===== src/rtl/lpm_pkg.sv =====
// Shared encodings for the LPM execution unit: instruction modes, FSM states,
// fixed destination register and the byte-select helper.
// Purely declarative; no logic, no latency, no flow control.
package lpm_pkg;

  // lpm_mode encodings as decoded by the control unit
  localparam logic [1:0] LPM_R0      = 2'b00;  // LPM        -> R0
  localparam logic [1:0] LPM_RD      = 2'b01;  // LPM Rd,Z
  localparam logic [1:0] LPM_RD_ZINC = 2'b10;  // LPM Rd,Z+
  localparam logic [1:0] LPM_RSV     = 2'b11;  // reserved

  // FSM states
  localparam logic [1:0] ST_IDLE = 2'd0;
  localparam logic [1:0] ST_REQ  = 2'd1;
  localparam logic [1:0] ST_WB   = 2'd2;

  localparam logic [4:0] R0_ADDR = 5'd0;

  // Z[0] selects the high byte of the program-memory word
  function automatic logic [7:0] pick_byte(input logic [15:0] word,
                                           input logic        hi);
    return hi ? word[15:8] : word[7:0];
  endfunction

endpackage


===== src/rtl/lpm_exec_unit.sv =====
// LPM / LPM Rd,Z / LPM Rd,Z+ executor: fetches program word Z>>1, writes the
// Z[0]-selected byte to the register file and optionally writes back Z+1.
// Latency: start edge -> pm_req next cycle; ack edge -> rf_we for one cycle.
// Backpressure: waits indefinitely in REQ for pm_ack; new starts while busy
// are dropped and flagged on err.
//
// Ports:
//   clk, reset          core clock, synchronous active-high reset
//   lpm_enable          control-unit strobe (2 cycles per LPM; rising edge starts)
//   lpm_mode, rd_sel    instruction variant and destination register
//   z_in                current Z pointer (R31:R30)
//   pm_req/pm_addr      program-memory word read request / word address
//   pm_ack/pm_rdata     read completion and data
//   rf_we/rf_waddr/rf_wdata   register-file write port
//   z_we/z_wdata        Z pointer write-back (Z+ mode only)
//   busy, err           not-idle flag; 1-cycle error pulse
module lpm_exec_unit
  import lpm_pkg::*;
#(
  parameter int PM_ADDR_W = 14
) (
  input  logic                 clk,
  input  logic                 reset,
  input  logic                 lpm_enable,
  input  logic [1:0]           lpm_mode,
  input  logic [4:0]           rd_sel,
  input  logic [15:0]          z_in,
  output logic                 pm_req,
  output logic [PM_ADDR_W-1:0] pm_addr,
  input  logic                 pm_ack,
  input  logic [15:0]          pm_rdata,
  output logic                 rf_we,
  output logic [4:0]           rf_waddr,
  output logic [7:0]           rf_wdata,
  output logic                 z_we,
  output logic [15:0]          z_wdata,
  output logic                 busy,
  output logic                 err
);

  localparam logic [31:0] PM_WORDS = 32'd1 << PM_ADDR_W;

  logic [1:0]  state;
  logic        en_q;
  logic [1:0]  mode_q;
  logic [4:0]  dest_q;
  logic [15:0] z_q;

  logic start;
  logic bad_req;

  // Only the rising edge of the strobe starts an op; the second enable cycle
  // and a level-held enable look identical to "no start".
  assign start = lpm_enable & ~en_q;

  assign bad_req = (lpm_mode == LPM_RSV) ||
                   ({17'd0, z_in[15:1]} >= PM_WORDS);

  always_ff @(posedge clk) begin
    if (reset) begin
      state    <= ST_IDLE;
      en_q     <= 1'b0;
      mode_q   <= LPM_R0;
      dest_q   <= R0_ADDR;
      z_q      <= '0;
      pm_req   <= 1'b0;
      pm_addr  <= '0;
      rf_we    <= 1'b0;
      rf_waddr <= '0;
      rf_wdata <= '0;
      z_we     <= 1'b0;
      z_wdata  <= '0;
      busy     <= 1'b0;
      err      <= 1'b0;
    end else begin
      en_q  <= lpm_enable;
      err   <= 1'b0;
      rf_we <= 1'b0;
      z_we  <= 1'b0;

      case (state)
        ST_IDLE: begin
          if (start) begin
            if (bad_req) begin
              err <= 1'b1;
            end else begin
              mode_q  <= lpm_mode;
              dest_q  <= (lpm_mode == LPM_R0) ? R0_ADDR : rd_sel;
              z_q     <= z_in;
              pm_req  <= 1'b1;
              pm_addr <= z_in[PM_ADDR_W:1];
              busy    <= 1'b1;
              state   <= ST_REQ;
            end
          end
        end

        ST_REQ: begin
          if (start) err <= 1'b1;
          // Byte capture and write launch share the ack edge so the write
          // strobe appears in the cycle right after the ack.
          if (pm_ack) begin
            pm_req   <= 1'b0;
            rf_we    <= 1'b1;
            rf_waddr <= dest_q;
            rf_wdata <= pick_byte(pm_rdata, z_q[0]);
            if (mode_q == LPM_RD_ZINC) begin
              z_we    <= 1'b1;
              z_wdata <= z_q + 16'd1;
            end
            state <= ST_WB;
          end
        end

        ST_WB: begin
          // A start landing on the completing edge is still an overrun.
          if (start) err <= 1'b1;
          busy  <= 1'b0;
          state <= ST_IDLE;
        end

        default: begin
          pm_req <= 1'b0;
          busy   <= 1'b0;
          state  <= ST_IDLE;
        end
      endcase
    end
  end

endmodule


===== config.mk =====
export PLATFORM = sky130hd
export DESIGN_NAME = lpm_exec_unit
export DESIGN_NICKNAME = d
export VERILOG_FILES = /design/src/rtl/lpm_pkg.sv /design/src/rtl/lpm_exec_unit.sv
export SDC_FILE = /design/constraint.sdc
export NUM_CORES = 1
export LEC_CHECK = 0
export ABC_AREA = 1
export CORE_AREA = 2 2 130 69
export DETAILED_ROUTE_END_ITERATION = 10
export DIE_AREA = 0 0 132 71
export MAX_ROUTING_LAYER = met4
export SKIP_CTS_REPAIR_TIMING = 1
export SYNTH_ARGS = -nofsm -noshare
export SYNTH_HDL_FRONTEND = slang
export SYNTH_SLANG_ARGS = --single-unit
export TNS_END_PERCENT = 30

===== constraint.sdc =====
create_clock -name clk -period 1.6 [get_ports clk]
set_input_delay 0.16 -clock clk [delete_from_list [all_inputs] [get_ports clk]]
set_output_delay 0.16 -clock clk [all_outputs]
set_load 0.02 [all_outputs]

==> results.json, run 1 <==
{
  "cp_slowest_stage_delay_ps": 650,
  "cts_tree": "done",
  "placementRows": 24,
  "setup_viol": 0,
  "dr_total_vias": 2812,
  "clock_latency_ps": 320,
  "path_cells": "clkdlybuf4s50_1",
  "timing.rr.end": "pm_addr[11]$_SDFFE_PP0P_",
  "pin_count": 91,
  "grt_antenna_before_repair": 0,
  "core_mm2": 0.00832,
  "finClkSkew_ps": 6.68,
  "pwr-share-comb_pct": 12.7,
  "cts_root_buf": "clkbuf_16",
  "ys_ff_latch": 60,
  "ctsHtreeMaxLevel": 3,
  "worst_pin_slew_ps": 351,
  "maxCapViolCount": 0,
  "rsz0062_at_grt": "true",
  "synthAdderAreaFrac_pct": 2.22,
  "yosysSeqAreaShare_pct": 42.6,
  "final.fill_count": 833,
  "synth_area_mm2": 0.00282,
  "r2r_setup_slack_ps": 110,
  "grt_usage_pct": 17.8,
  "drtAntennaViolNets": 0,
  "yosys_warnings": 0,
  "slew-limit-headroom_pct": 76.6,
  "rr_startpoint": "state[0]$_SDFFE_PP0P_",
  "path_class": "reg2out",
  "wl_mm": 7.93,
  "intPower_w": 0.00299,
  "nets": 540,
  "cts.sinks": 60,
  "hold_end": "z_q[14]$_SDFFE_PP0P_",
  "pwr-share-clk_pct": 45.9,
  "grt_pass1_wl_mm": 12.5,
  "route.detailed.wl_per_inst_um": 12.9,
  "crit_required_ps": 1440,
  "syn-num-nets": 448,
  "cpLargestDelayFamily": "buffers and inverters",
  "p_seq_share_pct": 41.4,
  "io_buffers": 90,
  "hpwl_mm": 5.85,
  "worstPathMaxFanout": 5,
  "period_minus_slack_ps": 1560,
  "p_sw_w": 0.000930,
  "die_area_mm2": 0.00937,
  "vdd.ir_drop.worst_mv": 0.483,
  "die_height_um": 71,
  "initial_core_util_pct": 33.9,
  "synth_cell_types": 29,
  "critPathSlowestCell": "clkdlybuf4s50_1",
  "leakage_nw": 1.95,
  "place_congestion": 0.845,
  "cts_buffers": 9,
  "synth.mux.area_fraction_pct": 0,
  "timing.fmax_mhz": 641,
  "start_kind": "flop",
  "tns_ps": 0,
  "cts.clk_slew.worst_paths_ps": 50,
  "post-route-period-util_pct": 97.5,
  "synth_area_per_cell_um2": 7.04,
  "drcViolationCount": 0,
  "postSynthCellCount": 400,
  "diodes": 0,
  "crit_buf_inv": 1,
  "synth-simple-area-share_pct": 28.9,
  "synth_top_family_by_area": "simple AND/OR/NAND/NOR gates",
  "synth_compound_area_share_pct": 12.0,
  "swShare_pct": 23.7,
  "grt_max_degree": 32,
  "hold_viol_final": 0,
  "power_density_mw_per_mm2": 937,
  "first_pass_iters": 5,
  "status": "complete, no violations",
  "hold_path_class": "in2reg",
  "clock_path_buffers": 2,
  "grt_pass1_vias": 2460,
  "whs_ps": 417,
  "drive_gt1_share_pct": 9.46,
  "dieWidth_um": 132,
  "cp-end-kind": "output port",
  "reg2reg_depth": 7,
  "grt-ovfl-total": 0,
  "synth_xor_area_share_pct": 1.55,
  "via_per_inst": 4.58,
  "area_growth_pct": 48.4,
  "min_path_cells": 3,
  "min-delay-start": "z_in[14]",
  "drt-initial-drc-count": 132,
  "maxSlewViolCount": 0,
  "cp.arrival_ps": 1400
}
==> flip-flops by register name, summed over array words and instances, names as in the netlist <==
register and cells:
rf_waddr 5, pm_addr 13, dest_q 5, mode_q 2, err 1, state 2, z_q 3, rf_we 1
z_wdata 16, z_we 1, pm_req 1, busy 1, en_q 1, rf_wdata 8
==> cells by family after synthesis <==
family | Yosys count
AO/OA/AOI/OAI | 62
XOR/XNOR | 5
adder cells (fa/ha/maj) | 5
buffers and inverters | 72
flip-flops | 60
AND/OR/NAND/NOR | 196
==> power groups by stage <==
stage | combinational, W | sequential (W) | clock, W
after floorplan | 0.000236 | 0.00166 | 0
after global placement | 0.000496 | 0.00165 | 0
after detailed placement | 0.000497 | 0.00165 | 0
after CTS | 0.000500 | 0.00162 | 0.00183
after global routing | 0.000546 | 0.00163 | 0.00192
final | 0.000498 | 0.00162 | 0.00180
==> stage by stage <==
| stage | power [W] | instance area [um^2] | std cells | util [%] | setup slack (ps) |
|---|---|---|---|---|---|
| final | 0.00392 | 4180 | 614 | 50.2 | 40.7 |
| after floorplan | 0.00189 | 2820 | 400 | - | 137 |
| after CTS | 0.00395 | 4110 | 612 | 49.4 | -27.5 |
| after global placement | 0.00214 | 3830 | 596 | 46.0 | 60.7 |
| after global routing | 0.00409 | 4180 | 614 | 50.2 | -26.7 |
| after detailed placement | 0.00214 | 3830 | 596 | 46.0 | 6.28 |
==> layout by cell type, fill, tap and decap left out, drive strengths merged <==
cell type      instances
buf                   19
a21oi                  8
nor2                  97
clkinv                 2
a31oi                  1
and2                   1
clkdlybuf4s50         79
inv                   42
or2                    1
o211ai                 8
o21ai                 44
nand4                  4
dfxtp                 60
xor2                   4
a21o                   1
xnor2                  1
nand3                 26
dlymetal6s2s          11
nand2                 64
nor3                   3
ha                     5
clkbuf                16
==> synthesized netlist by cell type <==
cell,count,share of area (%)
nand2_2,1,0.22
or2_2,1,0.22
a21oi_1,7,1.2
ha_1,5,2.2
o21ai_1,6,1.1
nor2_1,96,13
buf_2,4,0.71
inv_1,40,5.3
nand2_1,63,8.4
nor3_4,1,0.58
a21o_1,1,0.27
inv_2,2,0.27
nand3_2,1,0.36
nand4_1,4,0.89
o211ai_1,8,2.1
nor3_1,2,0.36
buf_6,4,1.6
a21oi_2,1,0.31
nor2_4,1,0.40
clkinv_1,1,0.13
buf_4,14,3.7
clkbuf_1,7,0.93
dfxtp_1,60,43
xor2_1,4,1.2
a31oi_1,1,0.22
xnor2_1,1,0.31
and2_1,1,0.22
o21ai_0,38,6.8
nand3_1,25,4.4
==> how the worst max path moves through the flow <==
| stage | slack, ps | end | from | cells after the start |
|---|---|---|---|---|
| 2_1_floorplan | 140 | z_wdata[8]$_SDFFE_PP0P_ | state[1]$_SDFFE_PP0P_ | 9 |
| 3_3_place_gp | 60 | rf_wdata[6]$_SDFFE_PP0P_ | pm_ack | 8 |
| 3_5_place_dp | 6 | pm_addr[11]$_SDFFE_PP0P_ | lpm_mode[1] | 7 |
| 4_1_cts | -30 | pm_addr[8] | pm_addr[8]$_SDFFE_PP0P_ | 1 |
| 5_1_grt | -30 | mode_q[0]$_SDFFE_PP0P_ | state[0]$_SDFFE_PP0P_ | 7 |
| 6_report | 40 | pm_addr[2] | pm_addr[2]$_SDFFE_PP0P_ | 1 |
==> final cells by class <==
class | count | area, um^2 | share of cell area [%]
Inverter | 43 | 161 | 3.86
Sequential cell | 60 | 1200 | 28.8
Timing Repair Buffer | 110 | 1110 | 26.6
Multi-Input combinational cell | 268 | 1270 | 30.4
Tap cell | 117 | 146 | 3.50
Clock inverter | 1 | 5.00 | 0.120
Clock buffer | 15 | 278 | 6.65
==> layer usage <==
metal  vias to the layer above  routed length (um)  GRT usage [%]
met1                      1259                4290           26.4
li1                       1440                   -              -
met2                       103                2940           22.2
met4                         0                  56           4.23
met3                        10                 643           6.31
met5                         -                   0              -
(Power assumes the default switching activity.)
==> run 2, diff against run 1 <==
Settings changed: CORE_AREA 2 2 130 69 to 3 3 131 70, DIE_AREA 0 0 132 71 to 0 0 134 73.
==> results.json, run 2 (synthesis gave the netlist of run 1 again) <==
{
  "period_minus_slack_ps": 1530,
  "wl_mm": 7.53,
  "cts.sinks": 60,
  "vdd.ir_drop.worst_mv": 0.476,
  "pin_count": 91,
  "placed_area_mm2": 0.00381,
  "grt_usage_pct": 16.0,
  "hpwl_mm": 5.36,
  "cp.depth": 1,
  "worst_pin_slew_ps": 305,
  "drt-initial-drc-count": 161,
  "rr_startpoint": "state[1]$_SDFFE_PP0P_",
  "core_mm2": 0.00797,
  "rsz0062_at_grt": "true",
  "hold_path_class": "in2reg",
  "grt_max_degree": 39,
  "final_area_mm2": 0.00418,
  "die_area_mm2": 0.00978,
  "path_cells": "clkdlybuf4s50_1",
  "worstPathMaxFanout": 6,
  "dp_slack_ps": 26.4,
  "mostFrequentLayoutCell": "nor2_1",
  "maxSlewViolCount": 0,
  "timing.rr.end": "z_wdata[5]$_SDFFE_PP0P_",
  "min_path_cells": 3,
  "cts.clk_slew.worst_paths_ps": 50,
  "swShare_pct": 24.1,
  "regArea_mm2": 0.00120,
  "via_per_inst": 4.40,
  "cts_buffers": 9,
  "timing.fmax_mhz": 652,
  "io_buffers": 90,
  "final_cells": 610,
  "p_sw_w": 0.000953,
  "route.detailed.wl_per_inst_um": 12.4,
  "grt_antenna_before_repair": 0,
  "cpLargestDelayFamily": "buffers and inverters",
  "largest_reg_flops": 16,
  "grt-ovfl-total": 0,
  "cts_root_buf": "clkbuf_16",
  "dp_cells": 589,
  "ctsHtreeMaxLevel": 3,
  "area_growth_pct": 48.5,
  "crit_start": "pm_addr[8]$_SDFFE_PP0P_",
  "post-route-period-util_pct": 95.8,
  "status": "complete, no violations",
  "cts_tree": "done",
  "pwr-share-comb_pct": 12.4,
  "pwr-share-clk_pct": 46.8,
  "cp_slowest_stage_delay_ps": 640,
  "initial_core_util_pct": 35.3,
  "path_class": "reg2out",
  "intPower_w": 0.00301,
  "maxCapViolCount": 0,
  "p_seq_share_pct": 40.8,
  "hold_viol_final": 0,
  "start_kind": "flop",
  "die_height_um": 73,
  "leakage_nw": 1.97,
  "clock_latency_ps": 330,
  "power_w": 0.00396,
  "cp-end-kind": "output port",
  "multi_input_area_mm2": 0.00127,
  "final.fill_count": 786,
  "critPathCapture": "pm_addr[8]",
  "final_cell_mix": "96 x nor2_1, 78 x clkdlybuf4s50_1, 63 x nand2_1, 58 x dfxtp_1, 39 x inv_1",
  "finClkSkew_ps": 7.03,
  "setup_viol": 0,
  "layout_setup_ws_ps": 67.2,
  "r2r_setup_slack_ps": 100,
  "nets": 541,
  "reg2reg_depth": 9,
  "slew-limit-headroom_pct": 79.6,
  "grt_pass1_vias": 2464,
  "placementRows": 23,
  "clock_path_buffers": 2,
  "drcViolationCount": 0,
  "power_density_mw_per_mm2": 947,
  "drive_gt1_share_pct": 9.44,
  "cp.arrival_ps": 1370,
  "diodes": 0,
  "dieWidth_um": 134,
  "dr_total_vias": 2686,
  "crit_required_ps": 1440,
  "place_congestion": 0.837,
  "top_register": "z_wdata",
  "grt_pass1_wl_mm": 12.0,
  "first_pass_iters": 5,
  "reg_top3": "z_wdata x16, pm_addr x13, rf_wdata x8",
  "drtAntennaViolNets": 0,
  "crit_buf_inv": 1,
  "critPathSlowestCell": "clkdlybuf4s50_1"
}
[run 2: worst min-delay path by stage]
stage,to,from,slack [ps]
detailed placement,z_q[15]$_SDFFE_PP0P_,z_q[15]$_SDFFE_PP0P_,450
floorplan,en_q$_SDFF_PP0_,reset,240
CTS,z_q[0]$_SDFFE_PP0P_,z_in[0],410
finish,z_q[0]$_SDFFE_PP0P_,z_in[0],420
global route,pm_addr[8]$_SDFFE_PP0P_,z_in[9],420
global placement,z_q[15]$_SDFFE_PP0P_,z_q[15]$_SDFFE_PP0P_,450
[run 2: routing by layer]
metal	global-route usage, %	up-vias	share of wire [%]
met2	25.2	39	47
met3	4.68	6	3.1
li1	-	1440	-
met1	20.1	1201	49
met4	5.13	0	0.65
met5	-	-	0
[run 2: cell type report]
cell class / instances / area share [%]
multi-input cells: 268 / 30.4
flip-flops and latches: 60 / 28.8
repair buffers: 111 / 26.8
clock buffers: 11 / 5.56
inverters: 43 / 3.86
well taps: 112 / 3.35
clock inverters: 5 / 1.26
[run 2: power by group through the flow]
stage | combinational (W) | sequential (W) | clock (W)
floorplan | 0.000236 | 0.00166 | 0
global placement | 0.000493 | 0.00164 | 0
detailed placement | 0.000495 | 0.00164 | 0
CTS | 0.000498 | 0.00161 | 0.00190
global route | 0.000540 | 0.00162 | 0.00198
finish | 0.000492 | 0.00161 | 0.00185
[run 2: worst reg2reg max path, delay by kind of cell, from the launching register on]
family	cells	cell delay, ps
compound gates	1	150
fa+ha+maj	1	150
buf+inv	5	480
flops	1	340
simple gates	2	280
[run 2: through the flow]
| stage | setup TNS, ps | utilization, % | hold slack, ps |
|---|---|---|---|
| 4_1_cts | -28.4 | 51.3 | 411 |
| 2_1_floorplan | 0 | - | 243 |
| 5_1_grt | -101 | 52.5 | 420 |
| 6_report | 0 | 52.5 | 416 |
| 3_3_place_gp | 0 | 47.7 | 451 |
| 3_5_place_dp | 0 | 47.7 | 455 |
==> run 3, diff against run 2 <==
Settings changed: CORE_AREA 3 3 131 70 to 3 3 86 105, DIE_AREA 0 0 134 73 to 0 0 89 108.
==> results.json, run 3 (synthesis gave the netlist of run 1 again) <==
{
  "status": "complete, no violations",
  "placed_area_mm2": 0.00380,
  "cp.arrival_ps": 1810,
  "path_cells": "inv_2 -> ha_4 -> nand2_4 -> nor3_4 -> buf_6 -> clkbuf_16 -> nor2_1 -> nor2_1 -> nand2_1 -> inv_1",
  "route.detailed.wl_per_inst_um": 12.7,
  "p_sw_w": 0.000882,
  "top_register": "z_wdata",
  "wl_mm": 7.47,
  "mostFrequentLayoutCell": "nor2_1",
  "worstPathMaxFanout": 13,
  "power_w": 0.00349,
  "die_area_mm2": 0.00961,
  "die_height_um": 108,
  "largest_reg_flops": 16,
  "crit_top_cell": "nor2_1",
  "cp_slowest_stage_delay_ps": 340,
  "timing.fmax_mhz": 656,
  "maxSlewViolCount": 0,
  "final_cell_mix": "95 x nor2_1, 76 x clkdlybuf4s50_1, 63 x nand2_1, 58 x dfxtp_1",
  "vdd.ir_drop.worst_mv": 0.550,
  "hold_viol_final": 0,
  "final_area_mm2": 0.00413,
  "placementRows": 36,
  "cts.sinks": 60,
  "via_per_inst": 4.67,
  "dp_slack_ps": 70.7,
  "grt_usage_pct": 16.8,
  "grt_pass1_vias": 2538,
  "hold_path_class": "in2reg",
  "pwr-share-clk_pct": 39.7,
  "core_mm2": 0.00806,
  "power_density_mw_per_mm2": 846,
  "cpLargestDelayFamily": "simple AND/OR/NAND/NOR gates",
  "post-route-period-util_pct": 95.3,
  "period_minus_slack_ps": 1520,
  "worst_pin_slew_ps": 319,
  "clock_path_buffers": 2,
  "initial_core_util_pct": 34.9,
  "final_cells": 590,
  "rr_startpoint": "state[1]$_SDFFE_PP0P_",
  "dp_cells": 571,
  "drt-initial-drc-count": 109,
  "path_class": "reg2reg",
  "area_growth_pct": 46.6,
  "cts_tree": "done",
  "grt-ovfl-total": 0,
  "finClkSkew_ps": 6.81,
  "cp-end-kind": "flop",
  "start_kind": "flop",
  "reg_top3": "z_wdata x16, pm_addr x13, rf_wdata x8",
  "final.fill_count": 789,
  "clock_latency_ps": 340,
  "cts.clk_slew.worst_paths_ps": 70,
  "dr_total_vias": 2754,
  "cts_root_buf": "clkbuf_8",
  "diodes": 0,
  "swShare_pct": 25.2,
  "dieWidth_um": 89,
  "intPower_w": 0.00261,
  "crit_required_ps": 1880,
  "io_buffers": 90,
  "ctsHtreeMaxLevel": 3,
  "rsz0062_at_grt": "false",
  "grt_max_degree": 32,
  "min-delay-start": "z_in[9]",
  "critPathSlowestCell": "dfxtp_2",
  "place_congestion": 0.814,
  "slew-limit-headroom_pct": 78.7,
  "first_pass_iters": 4,
  "layout_setup_ws_ps": 75.6,
  "grt_antenna_before_repair": 0,
  "leakage_nw": 1.97,
  "p_seq_share_pct": 46.1,
  "pin_count": 91,
  "crit_start": "state[1]$_SDFFE_PP0P_",
  "crit_buf_inv": 4,
  "pwr-share-comb_pct": 14.2,
  "cts_buffers": 9,
  "hpwl_mm": 5.37,
  "nets": 538,
  "drtAntennaViolNets": 0,
  "setup_viol": 0,
  "grt_pass1_wl_mm": 12.1,
  "maxCapViolCount": 0,
  "drcViolationCount": 0,
  "drive_gt1_share_pct": 9.70
}
-- run 3: path summary, 6_finish.rpt --
check | endpoint | slack (ps) | depth (start not counted)
max | z_wdata[13]$_SDFFE_PP0P_ | 80 | 10
max reg2reg | z_wdata[13]$_SDFFE_PP0P_ | 80 | 10
min reg2reg | z_q[15]$_SDFFE_PP0P_ | 480 | 2
min | pm_addr[8]$_SDFFE_PP0P_ | 410 | 3
-- run 3: power by group through the flow --
stage | Combinational, W | Clock [W] | Sequential, W
2_1_floorplan | 0.000236 | 0 | 0.00166
3_3_place_gp | 0.000494 | 0 | 0.00164
3_5_place_dp | 0.000499 | 0 | 0.00164
4_1_cts | 0.000501 | 0.00142 | 0.00161
5_1_grt | 0.000548 | 0.00148 | 0.00162
6_report | 0.000497 | 0.00139 | 0.00161
-- run 3: layer usage --
layer	vias up	global-route usage [%]	share of wire [%]
met2	76	26.5	49
met4	0	6.49	1.6
met5	-	-	0
met1	1238	20.6	44
met3	10	3.89	4.7
li1	1430	-	-
-- run 3: layout make-up --
type / instances / area, um^2 / share of cell area (%)
clock buffer: 12 / 155 / 3.76
timing repair buffer: 108 / 1160 / 28.1
tap: 95 / 119 / 2.88
inverter: 43 / 161 / 3.91
multi-input combinational: 268 / 1280 / 31.1
clock inverter: 4 / 47.5 / 1.15
sequential: 60 / 1200 / 29.2
-- run 3: through the flow --
stage               hold WS [ps]  utilization [%]  TNS (ps)
global route                 412             51.2         0
detailed placement           467             47.2         0
global placement             446             47.2         0
floorplan                    243                -         0
CTS                          400             49.7     -32.9
finish                       409             51.2         0
-- run 3: worst reg2reg max path: cells and delay by family, from the launching register on --
| kind | cells | cell delay [ps] |
|---|---|---|
| adders and majority gates | 1 | 150 |
| DFF | 1 | 340 |
| buffers and inverters | 4 | 440 |
| and+or+nand+nor | 5 | 530 |
